<file path="src/rtl/uart_tx_fifo_reader.sv">
// rtl/uart_tx_fifo_reader.sv - pops bytes from a registered-output FIFO and serializes them as UART frames
module uart_tx_fifo_reader #(
    parameter int FETCH_LAT = 2,
    parameter int DATA_BITS = 8
) (
    input  logic       clock,
    input  logic       reset_n,
    input  logic       fifo_empty,
    output logic       fifo_rd_n,
    input  logic [7:0] fifo_data,
    input  logic       baud_tick,
    input  logic       parity_en,
    input  logic       parity_odd,
    output logic       txd,
    output logic       tx_busy,
    output logic       tx_done
);

    localparam int FCW = $clog2(FETCH_LAT + 1) + 1;
    localparam logic [FCW-1:0] FETCH_LAST = FCW'(FETCH_LAT);
    localparam logic [2:0]     BIT_LAST   = 3'(DATA_BITS - 1);

    typedef enum logic [2:0] {
        IDLE,
        POP,
        FETCH,
        ALIGN,
        START,
        DATA,
        PARITY,
        STOP
    } state_t;

    state_t               state;
    state_t               state_nxt;
    logic [DATA_BITS-1:0] shreg;
    logic [DATA_BITS-1:0] shreg_nxt;
    logic [2:0]           bit_idx;
    logic [2:0]           bit_nxt;
    logic [FCW-1:0]       fetch_cnt;
    logic [FCW-1:0]       fetch_nxt;
    logic                 par_bit;
    logic                 par_nxt;
    logic                 par_en_q;
    logic                 pen_nxt;
    logic                 txd_nxt;
    logic                 done_nxt;
    logic [1:0]           rst_sync;
    logic                 run;

    // Reset asserts asynchronously but the FSM only starts moving two edges after release.
    always_ff @(posedge clock or negedge reset_n) begin
        if (!reset_n) begin
            rst_sync <= 2'b00;
        end else begin
            rst_sync <= {rst_sync[0], 1'b1};
        end
    end

    assign run = rst_sync[1];

    always_ff @(posedge clock or negedge reset_n) begin
        if (!reset_n) begin
            state     <= IDLE;
            shreg     <= '0;
            bit_idx   <= '0;
            fetch_cnt <= '0;
            par_bit   <= 1'b0;
            par_en_q  <= 1'b0;
            txd       <= 1'b1;
            fifo_rd_n <= 1'b1;
            tx_busy   <= 1'b0;
            tx_done   <= 1'b0;
        end else begin
            state     <= state_nxt;
            shreg     <= shreg_nxt;
            bit_idx   <= bit_nxt;
            fetch_cnt <= fetch_nxt;
            par_bit   <= par_nxt;
            par_en_q  <= pen_nxt;
            txd       <= txd_nxt;
            fifo_rd_n <= (state_nxt != POP);
            tx_busy   <= (state_nxt != IDLE);
            tx_done   <= done_nxt;
        end
    end

    always_comb begin
        state_nxt = state;
        shreg_nxt = shreg;
        bit_nxt   = bit_idx;
        fetch_nxt = fetch_cnt;
        par_nxt   = par_bit;
        pen_nxt   = par_en_q;
        done_nxt  = 1'b0;
        txd_nxt   = 1'b1;

        if (run) begin
            case (state)
                IDLE: begin
                    if (!fifo_empty) begin
                        state_nxt = POP;
                    end
                end
                POP: begin
                    state_nxt = FETCH;
                    fetch_nxt = FCW'(1);
                end
                FETCH: begin
                    // fifo_data is only trusted FETCH_LAT cycles after the strobe.
                    if (fetch_cnt == FETCH_LAST) begin
                        shreg_nxt = fifo_data[DATA_BITS-1:0];
                        par_nxt   = (^fifo_data[DATA_BITS-1:0]) ^ parity_odd;
                        pen_nxt   = parity_en;
                        state_nxt = ALIGN;
                    end else begin
                        fetch_nxt = fetch_cnt + FCW'(1);
                    end
                end
                ALIGN: begin
                    if (baud_tick) begin
                        state_nxt = START;
                    end
                end
                START: begin
                    if (baud_tick) begin
                        state_nxt = DATA;
                        bit_nxt   = 3'd0;
                    end
                end
                DATA: begin
                    if (baud_tick) begin
                        shreg_nxt = shreg >> 1;
                        if (bit_idx == BIT_LAST) begin
                            bit_nxt   = 3'd0;
                            state_nxt = par_en_q ? PARITY : STOP;
                        end else begin
                            bit_nxt = bit_idx + 3'd1;
                        end
                    end
                end
                PARITY: begin
                    if (baud_tick) begin
                        state_nxt = STOP;
                    end
                end
                STOP: begin
                    if (baud_tick) begin
                        done_nxt  = 1'b1;
                        state_nxt = fifo_empty ? IDLE : POP;
                    end
                end
                default: begin
                    state_nxt = IDLE;
                end
            endcase
        end

        // txd is registered from the next state so it never glitches.
        case (state_nxt)
            START:   txd_nxt = 1'b0;
            DATA:    txd_nxt = shreg_nxt[0];
            PARITY:  txd_nxt = par_nxt;
            default: txd_nxt = 1'b1;
        endcase
    end

endmodule

</file>
<file path="config.mk">
export PLATFORM = sky130hd
export DESIGN_NAME = uart_tx_fifo_reader
export DESIGN_NICKNAME = d
export VERILOG_FILES = /design/src/rtl/uart_tx_fifo_reader.sv
export SDC_FILE = /design/constraint.sdc
export NUM_CORES = 1
export LEC_CHECK = 0
export BUFFER_PORTS_ARGS = -buffer_cell sky130_fd_sc_hd__buf_2
export CAP_MARGIN = 5
export CORE_MARGIN = 4
export CORE_UTILIZATION = 45
export CTS_CLUSTER_SIZE = 10
export DETAILED_ROUTE_END_ITERATION = 10
export GPL_TIMING_DRIVEN = 0
export PLACE_DENSITY_LB_ADDON = 0.12
export SYNTH_ARGS = -nofsm -noshare
export SYNTH_HDL_FRONTEND = slang
export SYNTH_SLANG_ARGS = --single-unit
export TNS_END_PERCENT = 20
</file>
<file path="constraint.sdc">
create_clock -name clock -period 1.79 [get_ports clock]
set_input_delay 0.179 -clock clock [delete_from_list [all_inputs] [get_ports clock]]
set_output_delay 0.179 -clock clock [all_outputs]
set_load 0.1 [all_outputs]
</file>
Word level (Yosys, flattened, before mapping). Index checks and enable logic that the tools add are counted.

Memories kept: 0. Bits in read-only memories: 0. Bits in registers: 25. Latch bits: 0. Bits in writable memories: 0. Output and inout port bits: 4.

Shift-type cells: 0. $mul: 0. Add/subtract/negate cells: 2. Divide/modulo/power cells: 0. Order comparisons: 0. Eq/ne operators: 17. Bitwise logic cells: 1. Reductions and logical operators: 10. Muxes and demuxes: 29.

Operator list (count): 3-bit 2-to-1 mux (13); 3-bit == test (second input constant) (8); 3-bit one-hot mux with 8 select lines (1); 8-bit 2-to-1 mux (2); 8-bit one-hot mux with 2 select lines (1); 3-bit one-hot mux with 2 select lines (2); 3-bit by 2-bit == test with 1-bit output (second input constant) (3); 1-bit 2-to-1 mux (9); 2-bit inequality test (second input constant) (4); 4-bit AND reduction (2); 8-bit XOR reduction (1); 3-bit by 1-bit adder with 3-bit output (second input constant) (2); 3-bit AND reduction (2); 2-bit nonzero test (3); 3-bit by 1-bit == test with 1-bit output (second input constant) (1); 3-bit zero test (1); 3-bit by 1-bit inequality test with 1-bit output (second input constant) (1); 1-bit one-hot mux with 3 select lines (1); 3-bit nonzero test (1); 1-bit XOR (1).

Logic depth before layout (Yosys ltp). Gate-level depths: netlist of the first run.

Depth after elaboration: 7. Mapped depth: 8.

Worst setup path after synthesis of the first run. OpenSTA, ideal clock, no wires.

Path kind: register to register. Start: register fetch_cnt[0]. End: register shreg[7]. Required time: 1670 ps. Stages on the path, launching flop included: 8. Data arrival time: 1488 ps. Clock period less this slack: 1608 ps. Path slack: 182 ps. Cells stage by stage: dfrtp_1 inv_1 ha_1 or2b_1 a32oi_1 and2_2 nor2b_1 a31o_2.

Cells in the longest elaborated chain, start to end: 3.

RTL lines: from (decl) (line 40) `logic [FCW-1:0] fetch_cnt;`; from (signal assigned) (line 78) `fetch_cnt <= fetch_nxt;`; 3-bit by 2-bit == test with 1-bit output (line 111) `if (fetch_cnt == FETCH_LAST) begin`; 2-bit inequality test (no line); 4-bit AND reduction (no line); to (signal assigned) (line 76) `shreg <= shreg_nxt;`; to (decl) (line 36) `logic [DATA_BITS-1:0] shreg;`.

Every way passes these cells. A chain may end at the register's enable or synchronous reset.

Worst setup path in the final report of the first run.
Start: register state[2]. End: register shreg[5].

Cells in the longest elaborated chain, start to end: 3. Elaborated cells on any way between the ends: 7. Those cells by class: eq/ne (4); mux (1); reduce/logical (2).

RTL lines: from (decl) (line 34) `state_t state;`; from (signal assigned) (line 75) `state <= state_nxt;`; 3-bit by 2-bit == test with 1-bit output or 3-bit == test (tied branches) (line 99) `case (state)`; 2-bit inequality test (no line) or 2-bit nonzero test (tied branches); 4-bit AND reduction (no line).

Parallel ways exist; a longest one is shown, timed or not.

==> flow_summary.html, run 1 <==
<table>
<tr><th>Metric</th><th>Value</th></tr>
<tr><th colspan="2">STA</th></tr>
<tr><td>Worst relative slew slack</td><td>63.3%</td></tr>
<tr><td>Number of setup violations in the final report</td><td>0</td></tr>
<tr><td>Final period demand of the worst path</td><td>1690 ps</td></tr>
<tr><td>Largest clock skew in the final design</td><td>6.67 ps</td></tr>
<tr><td>Final slew viol count</td><td>0</td></tr>
<tr><td>Setup repair after global routing missed its margin</td><td>yes</td></tr>
<tr><td>Final total negative setup slack</td><td>0 ps</td></tr>
<tr><td>Upper clock frequency limit</td><td>0.593 GHz</td></tr>
<tr><td>Final Hold Vio Count</td><td>0</td></tr>
<tr><td>Slew at the pin closest to its max-slew limit</td><td>551 ps</td></tr>
<tr><td>Final worst-path cycle share</td><td>94.2%</td></tr>
<tr><th colspan="2">Finish</th></tr>
<tr><td>Fillcell total</td><td>257</td></tr>
<tr><td>Signed area change from the synthesized netlist to the final layout</td><td>13.1%</td></tr>
<tr><td>Top library cells by usage in the layout, fill and taps aside</td><td>23 x dfrtp_1, 18 x buf_2, 11 x nor2_1</td></tr>
<tr><td>Number of inserted diodes</td><td>0</td></tr>
<tr><td>Commonest non-fill, non-tap cell in the layout</td><td>dfrtp_1</td></tr>
<tr><td>Final design instance area without fill</td><td>1550 um^2</td></tr>
<tr><td>Post-layout nets</td><td>169</td></tr>
<tr><td>Layout cell share with drive strength beyond 1</td><td>26.7%</td></tr>
<tr><th colspan="2">Pwr</th></tr>
<tr><td>Leakage dissipation</td><td>0.000733 uW</td></tr>
<tr><td>Portion of total power attributed to sequential cells</td><td>38.4%</td></tr>
<tr><td>Cell-internal power</td><td>1350 uW</td></tr>
<tr><td>Power per Cell Area</td><td>1530 nW/um^2</td></tr>
<tr><td>Fraction of power spent switching nets</td><td>43.2%</td></tr>
<tr><td>Share of total power in the clock network</td><td>11.1%</td></tr>
<tr><td>VDD IR-drop max</td><td>0.719 mV</td></tr>
<tr><td>Reported net switching power</td><td>1020 uW</td></tr>
<tr><td>Relative contribution of combinational cells to total power</td><td>50.5%</td></tr>
<tr><th colspan="2">Detailed routing</th></tr>
<tr><td>Post-detailed-route DRC marker count</td><td>0</td></tr>
<tr><td>Via density</td><td>5.55</td></tr>
<tr><td>Count of nets left with antenna violations after detail routing</td><td>0</td></tr>
<tr><td>Mean routed wirelength per cell</td><td>14.0 um</td></tr>
<tr><td>Count of TritonRoute iterations in the first routing pass</td><td>4</td></tr>
<tr><td>Starting DRT DRC Count</td><td>38</td></tr>
<tr><td>Final WL</td><td>2540 um</td></tr>
<tr><td>Total via count after detailed routing</td><td>1,005</td></tr>
<tr><th colspan="2">Clock network</th></tr>
<tr><td>Cell chosen for the clock root</td><td>clkbuf_4</td></tr>
<tr><td>Clock insertion delay at the later pin of the skew report</td><td>330 ps</td></tr>
<tr><td>Clock Sink Count</td><td>25</td></tr>
<tr><td>Bufs on Longest Clock Path</td><td>2</td></tr>
<tr><td>Reg clk slew, reported paths</td><td>140 ps</td></tr>
<tr><td>Number of clock buffers inserted by TritonCTS</td><td>3</td></tr>
<tr><td>TritonCTS clock tree</td><td>done</td></tr>
<tr><td>CTS H-tree lvls</td><td>1</td></tr>
<tr><th colspan="2">Critical path</th></tr>
<tr><td>Critical path start-end classification</td><td>flip-flop to flip-flop</td></tr>
<tr><td>Critical Path Fanout Max</td><td>10</td></tr>
<tr><td>Data arrival time of the critical path</td><td>1950 ps</td></tr>
<tr><td>CP Data Required Time</td><td>2050 ps</td></tr>
<tr><td>Kind of start point of the critical path</td><td>flip-flop</td></tr>
<tr><td>Worst Setup End Kind</td><td>flip-flop</td></tr>
<tr><th colspan="2">Global routing</th></tr>
<tr><td>Residual overflow from global routing</td><td>0</td></tr>
<tr><td>All-layer global routing usage</td><td>14.5%</td></tr>
<tr><td>Number of antenna violations at the first check in global routing</td><td>0</td></tr>
<tr><td>Wire length of the first global-routing pass</td><td>4560 um</td></tr>
<tr><td>Maximum number of pins on one net before global-route repair</td><td>26</td></tr>
<tr><td>Number of global-route vias before repair</td><td>1,030</td></tr>
<tr><th colspan="2">Floorplan</th></tr>
<tr><td>Die area</td><td>3980 um^2</td></tr>
<tr><td>Core region area</td><td>2830 um^2</td></tr>
<tr><td>Die height</td><td>63.1 um</td></tr>
<tr><td>Cell Rows</td><td>19</td></tr>
<tr><td># IOs</td><td>18</td></tr>
<tr><td>Effective utilization at floorplan</td><td>48.3%</td></tr>
<tr><td>Width of the die</td><td>63.1 um</td></tr>
<tr><th colspan="2">Hold path</th></tr>
<tr><td>Path class of the lowest-slack min-delay path</td><td>input port to flip-flop</td></tr>
<tr><th colspan="2">Synth</th></tr>
<tr><td>Synthesized netlist net count</td><td>146</td></tr>
<tr><td>Share of synthesized registers carrying an async set or reset</td><td>100%</td></tr>
<tr><td>Syn Std Cell Area</td><td>1370 um^2</td></tr>
<tr><td>Synth cell types</td><td>45</td></tr>
<tr><td>Post-Synthesis Mean Instance Area</td><td>10.7 um^2</td></tr>
<tr><td>Synthesis Warnings</td><td>0</td></tr>
<tr><td>Synth Flop Type</td><td>dfrtp_1</td></tr>
<tr><td>Post-synth EDFFs</td><td>0</td></tr>
<tr><td>Post-synthesis register bit count</td><td>25</td></tr>
<tr><td>Share of synthesized area occupied by flip-flops and latches</td><td>46.0%</td></tr>
<tr><td>Gate count of the mapped netlist</td><td>128</td></tr>
<tr><th colspan="2">Placement</th></tr>
<tr><td>Cell area reported after detailed placement</td><td>1490 um^2</td></tr>
<tr><td>Port Buffers</td><td>16</td></tr>
<tr><td>Final HPWL from detailed placement</td><td>1850 um</td></tr>
<tr><td>Gp weighted congestion</td><td>0.729</td></tr>
<tr><th colspan="2">Run status</th></tr>
<tr><td>Status</td><td>completed</td></tr>
<tr><th colspan="2">Job</th></tr>
<tr><td>Number of maximum-capacitance constraint violations</td><td>0</td></tr>
</table>
==> layer usage <==
layer	up-vias	wire length, um	track usage, %
met5	-	0	0
met4	0	32	6.61
met3	4	82	2.31
met2	19	1220	24.1
met1	482	1200	18.3
li1	500	-	-
==> logic make-up after synthesis <==
group / after synthesis / share of synthesized area [%]
and+or+nand+nor: 40 / 17.5
AOI/OAI and AO/OA: 35 / 18.2
buffers and inverters: 12 / 5.68
muxes: 3 / 2.56
adders and majority gates: 4 / 3.66
xor gates and xnor gates: 8 / 6.14
other: 1 / 0.274
DFF: 25 / 46.0
==> stage by stage <==
step	utilization [%]	hold slack (ps)	instances	total power (uW)	worst slack, ps
after detailed placement	52.5	207	175	2090	15.8
after global routing	54.6	34.4	181	2570	-3.54
after floorplan	-	-117	128	1860	182
after global placement	52.5	201	175	2040	54.3
after CTS	54.0	56.1	180	2370	34.0
final	54.6	74.8	181	2370	104
==> layout make-up <==
class	count	area (um^2)	share of cell area, %
clock buffers	3	22.5	1.46
plain buffers	7	58.8	3.81
flip-flops and latches	25	628	40.6
well taps	31	38.8	2.51
multi-input cells	91	673	43.6
clock inverters	1	7.51	0.486
repair buffers	18	97.6	6.32
inverters	5	18.8	1.21
==> path summary, 6_finish.rpt <==
| check | cells after the start | slack [ps] | startpoint | to |
|---|---|---|---|---|
| max | 7 | 100 | state[2] | shreg[5] |
| min | 2 | 70 | parity_en | par_en_q |
| max reg2reg | 7 | 100 | state[2] | shreg[5] |
| min reg2reg | 0 | 370 | rst_sync[0] | rst_sync[1] |
| max in group asynchronous | 2 | 1070 | reset_n | fifo_rd_n |
| min in group asynchronous | 2 | 350 | reset_n | state[2] |
==> sequential cells by signal, indices dropped and copies added, names as in the netlist <==
register	count
par_en_q	1
tx_done	1
fetch_cnt	3
bit_idx	3
rst_sync	2
txd	1
tx_busy	1
fifo_rd_n	1
par_bit	1
state	3
shreg	8
==> worst max-delay path: stages, from the launching register on <==
cell,delay (ps)
dfrtp_1,400
buf_4,170
nor3b_2,350
o21a_1,190
and2_4,180
buf_4,160
nor2_1,50
a21oi_1,120
==> synth_stat cells (all sizes together) (2+ instances only) <==
cell type,count,area (um^2)
nand2,10,45.0
nand2b,2,12.5
buf,7,58.8
and2,2,13.8
o31ai,3,22.5
inv,5,18.8
o21a,2,15.0
dfrtp,23,576
o21ai,3,15.0
xnor2,6,52.6
nand3,2,10.0
nor2b,4,25.0
ha,4,50.1
nor2,12,61.3
a21oi,8,40.0
dfstp,2,52.6
a22oi,6,45.0
a32o,3,30.0
mux2i,2,20.0
a32oi,2,17.5
==> power by group through the flow <==
stage / registers [uW] / clock network [uW] / logic, uW
4_1_cts: 915 / 286 / 1170
5_1_grt: 948 / 317 / 1310
2_1_floorplan: 1120 / 0 / 743
3_3_place_gp: 915 / 0 / 1130
3_5_place_dp: 928 / 0 / 1160
6_report: 911 / 264 / 1200
==> what timing repair did <==
action,4_1_cts,5_1_grt
hold buffers,1,0
setup endpoints to repair,2,5
endpoints found under the hold margin,23,0
pin swaps,0,0
gates resized for setup,1,3
buffers inserted,0,1
(Power assumes the default switching activity.)
==> inputs of run 2 (changes only) <==
--- a/config.mk
+++ b/config.mk
@@ -12,7 +12,7 @@
 export CTS_CLUSTER_SIZE = 10
 export DETAILED_ROUTE_END_ITERATION = 10
 export GPL_TIMING_DRIVEN = 0
-export PLACE_DENSITY_LB_ADDON = 0.12
+export PLACE_DENSITY = 0.61
 export SYNTH_ARGS = -nofsm -noshare
 export SYNTH_HDL_FRONTEND = slang
 export SYNTH_SLANG_ARGS = --single-unit
==> flow_summary.html, run 2 (synthesis results as in run 1) <==
<table>
<tr><th>Metric</th><th>Value</th></tr>
<tr><th colspan="2">Detailed routing</th></tr>
<tr><td>Total via count after detailed routing</td><td>1,001 (was 1,005)</td></tr>
<tr><td>Count of TritonRoute iterations in the first routing pass</td><td>4 (unchanged)</td></tr>
<tr><td>Via density</td><td>5.53 (was 5.55)</td></tr>
<tr><td>Count of nets left with antenna violations after detail routing</td><td>0 (unchanged)</td></tr>
<tr><td>Post-detailed-route DRC marker count</td><td>0 (unchanged)</td></tr>
<tr><td>Starting DRT DRC Count</td><td>62 (was 38)</td></tr>
<tr><td>Final WL</td><td>2580 um (was 2540 um)</td></tr>
<tr><td>Mean routed wirelength per cell</td><td>14.2 um (was 14.0 um)</td></tr>
<tr><th colspan="2">Pwr</th></tr>
<tr><td>Total power consumption of the routed design</td><td>2380 uW (was 2370 uW)</td></tr>
<tr><td>Power per Cell Area</td><td>1530 nW/um^2 (about the same)</td></tr>
<tr><td>Leakage dissipation</td><td>0.000736 uW (was 0.000733 uW)</td></tr>
<tr><td>VDD IR-drop max</td><td>0.717 mV (was 0.719 mV)</td></tr>
<tr><th colspan="2">Global routing</th></tr>
<tr><td>All-layer global routing usage</td><td>14.3% (was 14.5%)</td></tr>
<tr><td>Maximum number of pins on one net before global-route repair</td><td>26 (unchanged)</td></tr>
<tr><td>Number of global-route vias before repair</td><td>997 (was 1,030)</td></tr>
<tr><td>Residual overflow from global routing</td><td>0 (unchanged)</td></tr>
<tr><td>Wire length of the first global-routing pass</td><td>4540 um (was 4560 um)</td></tr>
<tr><td>Number of antenna violations at the first check in global routing</td><td>0 (unchanged)</td></tr>
<tr><th colspan="2">Clock network</th></tr>
<tr><td>Clock insertion delay at the later pin of the skew report</td><td>320 ps (was 330 ps)</td></tr>
<tr><td>TritonCTS clock tree</td><td>done (unchanged)</td></tr>
<tr><td>Reg clk slew, reported paths</td><td>140 ps (about the same)</td></tr>
<tr><td>Cell chosen for the clock root</td><td>clkbuf_4 (unchanged)</td></tr>
<tr><td>Clock Sink Count</td><td>25 (unchanged)</td></tr>
<tr><td>CTS H-tree lvls</td><td>1 (unchanged)</td></tr>
<tr><td>Bufs on Longest Clock Path</td><td>2 (unchanged)</td></tr>
<tr><td>Number of clock buffers inserted by TritonCTS</td><td>3 (unchanged)</td></tr>
<tr><th colspan="2">Job</th></tr>
<tr><td>Number of maximum-capacitance constraint violations</td><td>0 (unchanged)</td></tr>
<tr><th colspan="2">Floorplan</th></tr>
<tr><td>Die height</td><td>63.1 um (unchanged)</td></tr>
<tr><td>Effective utilization at floorplan</td><td>48.3% (unchanged)</td></tr>
<tr><td>Die area</td><td>3980 um^2 (unchanged)</td></tr>
<tr><td># IOs</td><td>18 (unchanged)</td></tr>
<tr><td>Cell Rows</td><td>19 (unchanged)</td></tr>
<tr><td>Core region area</td><td>2830 um^2 (unchanged)</td></tr>
<tr><td>Width of the die</td><td>63.1 um (unchanged)</td></tr>
<tr><th colspan="2">Hold path</th></tr>
<tr><td>Path class of the lowest-slack min-delay path</td><td>input port to flip-flop (unchanged)</td></tr>
<tr><th colspan="2">Placement</th></tr>
<tr><td>Final HPWL from detailed placement</td><td>1880 um (was 1850 um)</td></tr>
<tr><td>Port Buffers</td><td>16 (unchanged)</td></tr>
<tr><td>Worst slack after detailed placement</td><td>17.1 ps (was 15.8 ps)</td></tr>
<tr><td>Gp weighted congestion</td><td>0.755 (was 0.729)</td></tr>
<tr><th colspan="2">STA</th></tr>
<tr><td>Worst relative slew slack</td><td>63.2% (was 63.3%)</td></tr>
<tr><td>Largest clock skew in the final design</td><td>2.51 ps (was 6.67 ps)</td></tr>
<tr><td>Setup repair after global routing missed its margin</td><td>yes (unchanged)</td></tr>
<tr><td>Slew at the pin closest to its max-slew limit</td><td>551 ps (about the same)</td></tr>
<tr><td>Final worst-path cycle share</td><td>94.7% (was 94.2%)</td></tr>
<tr><td>Final Hold Vio Count</td><td>0 (unchanged)</td></tr>
<tr><td>Upper clock frequency limit</td><td>0.590 GHz (was 0.593 GHz)</td></tr>
<tr><td>Post-layout worst setup margin</td><td>95.2 ps (was 104 ps)</td></tr>
<tr><td>Final period demand of the worst path</td><td>1690 ps (about the same)</td></tr>
<tr><td>Number of setup violations in the final report</td><td>0 (unchanged)</td></tr>
<tr><td>Final slew viol count</td><td>0 (unchanged)</td></tr>
<tr><th colspan="2">Finish</th></tr>
<tr><td>Register bank with the most flops</td><td>shreg (unchanged)</td></tr>
<tr><td>Number of inserted diodes</td><td>0 (unchanged)</td></tr>
<tr><td>Signed area change from the synthesized netlist to the final layout</td><td>14.0% (was 13.1%)</td></tr>
<tr><td>Post-layout nets</td><td>169 (unchanged)</td></tr>
<tr><td>Commonest non-fill, non-tap cell in the layout</td><td>dfrtp_1 (unchanged)</td></tr>
<tr><td>Top library cells by usage in the layout, fill and taps aside</td><td>23 x dfrtp_1, 18 x buf_2, 11 x nor2_1 (unchanged)</td></tr>
<tr><td>Flip-flop count of the largest register, all copies and words added</td><td>8 (unchanged)</td></tr>
<tr><td>Layout cell share with drive strength beyond 1</td><td>28.7% (was 26.7%)</td></tr>
<tr><th colspan="2">Critical path</th></tr>
<tr><td>Cells along the critical path</td><td>buf_6, or3b_4, nor2_8, nand2_4, mux2_4 (was buf_4, nor3b_2, o21a_1, and2_4, buf_4, nor2_1, a21oi_1)</td></tr>
<tr><td>Cell with the largest stage delay on the worst path</td><td>dfrtp_1 (unchanged)</td></tr>
<tr><td>Data arrival time of the critical path</td><td>1920 ps (was 1950 ps)</td></tr>
<tr><td>Worst stage delay on the critical path</td><td>460 ps (was 400 ps)</td></tr>
<tr><td>Critical path start-end classification</td><td>flip-flop to flip-flop (unchanged)</td></tr>
<tr><td>CP Data Required Time</td><td>2010 ps (was 2050 ps)</td></tr>
<tr><td>Kind of start point of the critical path</td><td>flip-flop (unchanged)</td></tr>
<tr><td>Cell family with most CP delay</td><td>simple AND/OR/NAND/NOR gates (unchanged)</td></tr>
<tr><td>Slack of the worst reg-to-reg path</td><td>100 ps (about the same)</td></tr>
<tr><td>Combined buffer and inverter count along the critical path</td><td>1 (was 2)</td></tr>
<tr><td>Critical Path Fanout Max</td><td>10 (unchanged)</td></tr>
<tr><td>Worst Setup End Kind</td><td>flip-flop (unchanged)</td></tr>
<tr><th colspan="2">Run status</th></tr>
<tr><td>Status</td><td>completed (unchanged)</td></tr>
</table>
-- run 2: changes by cell type in the layout (fill, tap and decap cells not counted), sizes merged --
cell | previous run | this run
clkinv | 0 | 1
clkinvlp | 1 | 0
-- run 2: final timing paths --
path                             start            to  cells after the start
max                           state[0]      par_en_q                      5
min                          parity_en      par_en_q                      2
max reg2reg                   state[0]      par_en_q                      5
min reg2reg                rst_sync[0]   rst_sync[1]                      0
max in group asynchronous      reset_n           txd                      2
min in group asynchronous      reset_n  fetch_cnt[2]                      2
-- run 2: stage by stage --
stage | util [%] | hold slack, ps | std cells | instance area, um^2 | setup TNS [ps]
floorplan | - | -117 | 128 | 1370 | 0
global placement | 52.5 | 198 | 175 | 1490 | 0
detailed placement | 52.5 | 208 | 175 | 1490 | 0
CTS | 54.0 | 68.4 | 180 | 1530 | 0
global route | 55.1 | 49.6 | 181 | 1560 | -23.1
finish | 55.1 | 80.4 | 181 | 1560 | 0
-- run 2: final cells by class --
cell class / count / area, um^2
Fill cell: 256 / 1270
Multi-Input combinational cell: 91 / 684
Sequential cell: 25 / 628
Timing Repair Buffer: 18 / 97.6
Buffer: 7 / 62.6
Tap cell: 31 / 38.8
Clock buffer: 3 / 22.5
Inverter: 5 / 18.8
Clock inverter: 1 / 5.00
-- run 2: worst register-to-register path: stages (launching register included) --
cell,delay [ps]
dfrtp_1,460
buf_6,160
or3b_4,430
nor2_8,180
nand2_4,70
mux2_4,290
-- run 2: power breakdown --
group | switching (uW) | internal [uW]
logic | 726 | 489
clock network | 169 | 83.6
registers | 125 | 791
total | 1020 | 1360
-- run 2: what timing repair did --
| action | in CTS | in global routing |
|---|---|---|
| buffers inserted | 0 | 1 |
| resized for setup | 1 | 7 |
| hold buffers | 1 | 0 |
| endpoints found under the setup margin | 2 | 8 |
| endpoints found under the hold margin | 23 | 0 |
| pin swaps | 0 | 3 |
-- run 2: routing by layer --
metal	GRT usage, %	vias up	share of wire [%]
met5	0	-	0
met4	5.79	0	1.2
met3	2.84	4	4.3
met2	23.7	21	48
met1	18.1	475	46
li1	-	501	-
